[src/rtl/ripple_add_seq.sv]
// Purpose : multi-cycle WIDTH-bit adder that drives an external 2-bit ripple
//           slice, one slice per clock, LSB slice first.
// Latency : start sampled at edge E -> done high in the cycle after E+NSLICE.
// Backpressure: none; start is only looked at in IDLE, requests in RUN/DONE
//           are dropped without queuing.
//
// Ports
//   clk, resetN          clock, asynchronous active-low reset
//   start, a, b, carryIn add request and operands (captured on acceptance)
//   sliceA/B/Cin         operands/carry for the external 2-bit adder (0 outside RUN)
//   sliceSum/Cout        combinational result from the external adder
//   busy, done           busy in RUN and DONE; done is a one-cycle result strobe
//   sum, carry           registered result, updated only when DONE is entered
//   overflow             signed overflow; only built when the macro
//                        RIPPLE_ADD_SEQ_OVERFLOW_EN is defined, else tied to 0
module ripple_add_seq #(
  parameter int WIDTH = 8
) (
  input  logic             clk,
  input  logic             resetN,
  input  logic             start,
  input  logic [WIDTH-1:0] a,
  input  logic [WIDTH-1:0] b,
  input  logic             carryIn,
  output logic [1:0]       sliceA,
  output logic [1:0]       sliceB,
  output logic             sliceCin,
  input  logic [1:0]       sliceSum,
  input  logic             sliceCout,
  output logic             busy,
  output logic             done,
  output logic [WIDTH-1:0] sum,
  output logic             carry,
  output logic             overflow
);

  localparam int NSLICE = WIDTH / 2;
  localparam int KW     = (NSLICE > 1) ? $clog2(NSLICE) : 1;

  typedef enum logic [1:0] {
    IDLE = 2'd0,
    RUN  = 2'd1,
    DONE = 2'd2
  } state_t;

  state_t           state_q, state_d;
  logic [KW-1:0]    k_q, k_d;
  logic [WIDTH-1:0] rega_q, rega_d;
  logic [WIDTH-1:0] regb_q, regb_d;
  logic [WIDTH-1:0] acc_q, acc_d;
  logic [WIDTH-1:0] sum_q, sum_d;
  logic             cy_q, cy_d;
  logic             carry_q, carry_d;

  logic             last_slice;
  logic [KW:0]      bit_pos;     // 2*k, the LSB position of the current slice
  logic [1:0]       a_sel;
  logic [1:0]       b_sel;
  logic [WIDTH-1:0] slice_mask;

  assign last_slice = (k_q == KW'(NSLICE - 1));
  assign bit_pos    = {k_q, 1'b0};
  assign a_sel      = 2'(rega_q >> bit_pos);
  assign b_sel      = 2'(regb_q >> bit_pos);
  assign slice_mask = WIDTH'(2'b11) << bit_pos;

  always_comb begin
    state_d = state_q;
    k_d     = k_q;
    rega_d  = rega_q;
    regb_d  = regb_q;
    acc_d   = acc_q;
    sum_d   = sum_q;
    cy_d    = cy_q;
    carry_d = carry_q;
    unique case (state_q)
      IDLE: begin
        if (start) begin
          rega_d  = a;
          regb_d  = b;
          cy_d    = carryIn;
          k_d     = '0;
          state_d = RUN;
        end
      end
      RUN: begin
        acc_d = (acc_q & ~slice_mask) | (WIDTH'(sliceSum) << bit_pos);
        cy_d  = sliceCout;
        k_d   = k_q + KW'(1);
        if (last_slice) begin
          // Publish the finished accumulator in the same edge that writes
          // its top slice, so sum never shows a partial result.
          sum_d   = acc_d;
          carry_d = sliceCout;
          k_d     = '0;
          state_d = DONE;
        end
      end
      DONE: begin
        state_d = IDLE;
      end
      default: begin
        state_d = IDLE;
      end
    endcase
  end

  always_ff @(posedge clk or negedge resetN) begin
    if (!resetN) begin
      state_q <= IDLE;
      k_q     <= '0;
      rega_q  <= '0;
      regb_q  <= '0;
      acc_q   <= '0;
      sum_q   <= '0;
      cy_q    <= 1'b0;
      carry_q <= 1'b0;
    end else begin
      state_q <= state_d;
      k_q     <= k_d;
      rega_q  <= rega_d;
      regb_q  <= regb_d;
      acc_q   <= acc_d;
      sum_q   <= sum_d;
      cy_q    <= cy_d;
      carry_q <= carry_d;
    end
  end

  always_comb begin
    sliceA   = 2'b00;
    sliceB   = 2'b00;
    sliceCin = 1'b0;
    if (state_q == RUN) begin
      sliceA   = a_sel;
      sliceB   = b_sel;
      sliceCin = cy_q;
    end
  end

  assign busy  = (state_q != IDLE);
  assign done  = (state_q == DONE);
  assign sum   = sum_q;
  assign carry = carry_q;

`ifdef RIPPLE_ADD_SEQ_OVERFLOW_EN
  logic ovf_q, ovf_d;
  logic top_cin;

  // Carry into the MSB is recovered from the MSB sum bit: s = a ^ b ^ cin.
  assign top_cin = rega_q[WIDTH-1] ^ regb_q[WIDTH-1] ^ acc_d[WIDTH-1];

  always_comb begin
    ovf_d = ovf_q;
    if ((state_q == RUN) && last_slice) begin
      ovf_d = top_cin ^ sliceCout;
    end
  end

  always_ff @(posedge clk or negedge resetN) begin
    if (!resetN) begin
      ovf_q <= 1'b0;
    end else begin
      ovf_q <= ovf_d;
    end
  end

  assign overflow = ovf_q;
`else
  assign overflow = 1'b0;
`endif

endmodule

[config.mk]
export PLATFORM = sky130hd
export DESIGN_NAME = ripple_add_seq
export DESIGN_NICKNAME = d
export VERILOG_FILES = /design/src/rtl/ripple_add_seq.sv
export SDC_FILE = /design/constraint.sdc
export NUM_CORES = 1
export LEC_CHECK = 0
export CELL_PAD_IN_SITES_DETAIL_PLACEMENT = 1
export CELL_PAD_IN_SITES_GLOBAL_PLACEMENT = 1
export CORE_ASPECT_RATIO = 0.75
export CORE_UTILIZATION = 41
export DETAILED_ROUTE_END_ITERATION = 16
export PLACE_DENSITY = 0.95
export SYNTH_ARGS = -nofsm -noshare
export SYNTH_HDL_FRONTEND = slang
export SYNTH_SLANG_ARGS = --single-unit
[constraint.sdc]
create_clock -name clk -period 3.2 [get_ports clk]
set_input_delay 0.32 -clock clk [delete_from_list [all_inputs] [get_ports clk]]
set_output_delay 0.32 -clock clk [all_outputs]
set_load 0.02 [all_outputs]
==> results.cfg <==
[outcome]
status = finished clean

[clocking]
cts_hold_buf = 0
h-tree-depth = 2
cts-resized-gates = 0
tritoncts = done
cts_buffer_depth = 2
clk_latency_ns = 0.30
clock-root-buffer = clkbuf_8
cts.sinks = 36
cts_made_buffers = 5
clk_pin_slew_ns = 0.08
cts_setup_buffers = 0

[cells_and_area]
fin_cells = 228
seqCellArea_um2 = 900.9
nFillCells = 400
nNetsFinal = 202
multiInputGateArea_um2 = 708.2
layout_common_cells = clkdlybuf4s50_1, dfrtp_1, nand2_1
antenna_cells = 0
area_growth_pct = 28.78
drive_gt1_frac = 0.1761
mostFrequentLayoutCell = clkdlybuf4s50_1

[worst_setup_path]
r2r_slack_ns = 1.19
cp-start-kind = flop
r2r-start = k_q[0]
crit_chain = mux4_2, and2_1, clkdlybuf4s50_1
cp.required_ns = 2.88
cpLargestDelayFamily = flip-flops
rr_endpoint = carry
crit_path_start = k_q[0]
endpoint_kind = primary output
crit_slowest_cell = dfrtp_1
cp.depth = 3
path_class = reg -> out
max_stage_delay_ns = 0.70
cp.arrival_ns = 2.28
crit_end = sliceB[0]
critPathBufInv = 1
reg2reg_depth = 3
cp_max_fo = 14

[synthesis]
synth_nets = 166
ys_types = 27
yosysSeqAreaShare = 0.5341
ys_warn_count = 0
synthCells = 139
ys_ff_latch = 36
syn_area_per_cell_um2 = 12.13
syn-cell-area_um2 = 1687

[worst_hold_path]
worstHoldPathType = in -> async

[place]
port_buffers = 38
dp_hpwl_um = 2692
place_congestion = 0.7230
place_ws_ns = 0.8879
dp_cells = 220

[sta]
finalSetupViolCount = 0
fmax_ghz = 0.3841
rsz0062_at_grt = false
final_max_slew_viol_count = 0
fin_setup_tns_ns = 0
slew-limit-headroom = 0.3688
finalCriticalPeriod_ns = 2.604
worst_pin_slew_ns = 0.9469
layout_setup_ws_ns = 0.5965
finalClockSkew_ns = 0.01197
finalHoldViolations = 0
period_share = 0.8136

[drt]
post_drt_wl_per_cell_um = 16.98
drc_errors = 0
vias_per_cell = 5.246
drtIter0Drc = 43
routed_wl_um = 3871
drt_pass1_iterations = 4
num_vias = 1196
ant_nets = 0

[global_routing]
grt.total_usage = 0.2053
grt_pass1_wl_um = 6589
gr-total-overflow = 0
antenna_found_initial = 0
grt_pass1_vias = 1348
grt_max_degree = 37

[floorplan]
fp.dieH_um = 57.55
die_x_um = 76.06
initial_core_util = 0.4434
core_area_um2 = 3804
row_count = 19
die_area_um2 = 4377
pin_count = 40

[flow_run]
maxCapViolCount = 0

[power]
power_density_nw_per_um2 = 1064
p_leak_nw = 0.9560
ir_drop_mv = 0.5125
power_mw = 2.310
## cell usage after synthesis
master | count | area (µm²)
a21oi_1 | 6 | 30.03
a221o_1 | 1 | 10.01
and2_1 | 5 | 31.28
and3_4 | 1 | 11.26
buf_12 | 1 | 20.02
buf_2 | 1 | 5.000
buf_4 | 1 | 7.510
buf_6 | 1 | 11.26
clkbuf_1 | 5 | 18.77
conb_1 | 1 | 3.750
dfrtp_1 | 36 | 900.9
ha_1 | 4 | 50.05
inv_1 | 4 | 15.01
mux2_2 | 9 | 101.4
mux2_4 | 8 | 120.1
mux4_2 | 4 | 90.09
nand2_1 | 15 | 56.30
nand2b_1 | 1 | 6.260
nand3_1 | 3 | 15.01
nand3b_1 | 1 | 7.510
nor2_1 | 2 | 7.510
nor2b_1 | 10 | 62.56
o21ai_0 | 14 | 70.07
o21ai_1 | 1 | 5.000
o31ai_1 | 2 | 15.01
or2_2 | 1 | 6.260
or3b_1 | 1 | 8.760
## kinds of logic after synthesis
| group | synth area share |
|---|---|
| and+or+nand+nor | 0.1261 |
| DFF | 0.5341 |
| AOI/OAI and AO/OA | 0.07715 |
| muxes | 0.1847 |
| buffers and inverters | 0.04599 |
| adders and majority gates | 0.02967 |
| other | 0.002223 |
## power by group
part	switching, mW	leakage [nW]	internal [mW]
combinational	0.500	0.460	0.570
sequential	0.171	0.441	0.673
clock	0.166	0.0552	0.231
## through the flow
stage / utilization / hold slack [ns] / area, µm²
floorplan: - / 0.02441 / 1687
global placement: 0.5428 / 0.4246 / 2064
detailed placement: 0.5428 / 0.4540 / 2064
CTS: 0.5711 / 0.1263 / 2172
global route: 0.5711 / 0.1594 / 2172
finish: 0.5711 / 0.1085 / 2172
## routing by layer
metal	GRT usage	wire length [µm]	up-vias
li1	-	-	539
met1	0.2340	1624	617
met2	0.3675	1966	32
met3	0.05280	201	8
met4	0.09890	78	0
met5	0	0	-
## how the worst min path moves through the flow
stage | start | end | slack (ns) | cells past startpoint
CTS | resetN | rega_q[0] | 0.13 | 1
detailed placement | resetN | sum[4] | 0.45 | 1
global placement | resetN | sum[7] | 0.42 | 1
global route | resetN | rega_q[0] | 0.16 | 1
floorplan | resetN | acc_q[0] | 0.02 | 0
finish | resetN | rega_q[0] | 0.11 | 1
## worst reg2reg max path, stage by stage (launching register included)
cell	delay, ns
dfrtp_1	0.70
ha_1	0.29
nand3b_1	0.44
mux2_2	0.45
## final cells by class
class	instances	area share
Sequential cell	36	0.4147
Multi-Input combinational cell	90	0.3260
Timing Repair Buffer	38	0.1728
Clock buffer	6	0.03341
Tap cell	52	0.02995
Clock inverter	2	0.01613
Inverter	4	0.006912
## sequential cells by signal, summed over array words and instances, names as in the netlist
signal,flops
state_q,2
acc_q,6
sum,8
regb_q,8
cy_q,1
rega_q,8
carry,1
k_q,2
No activity file was read; power rests on OpenSTA's default activity.
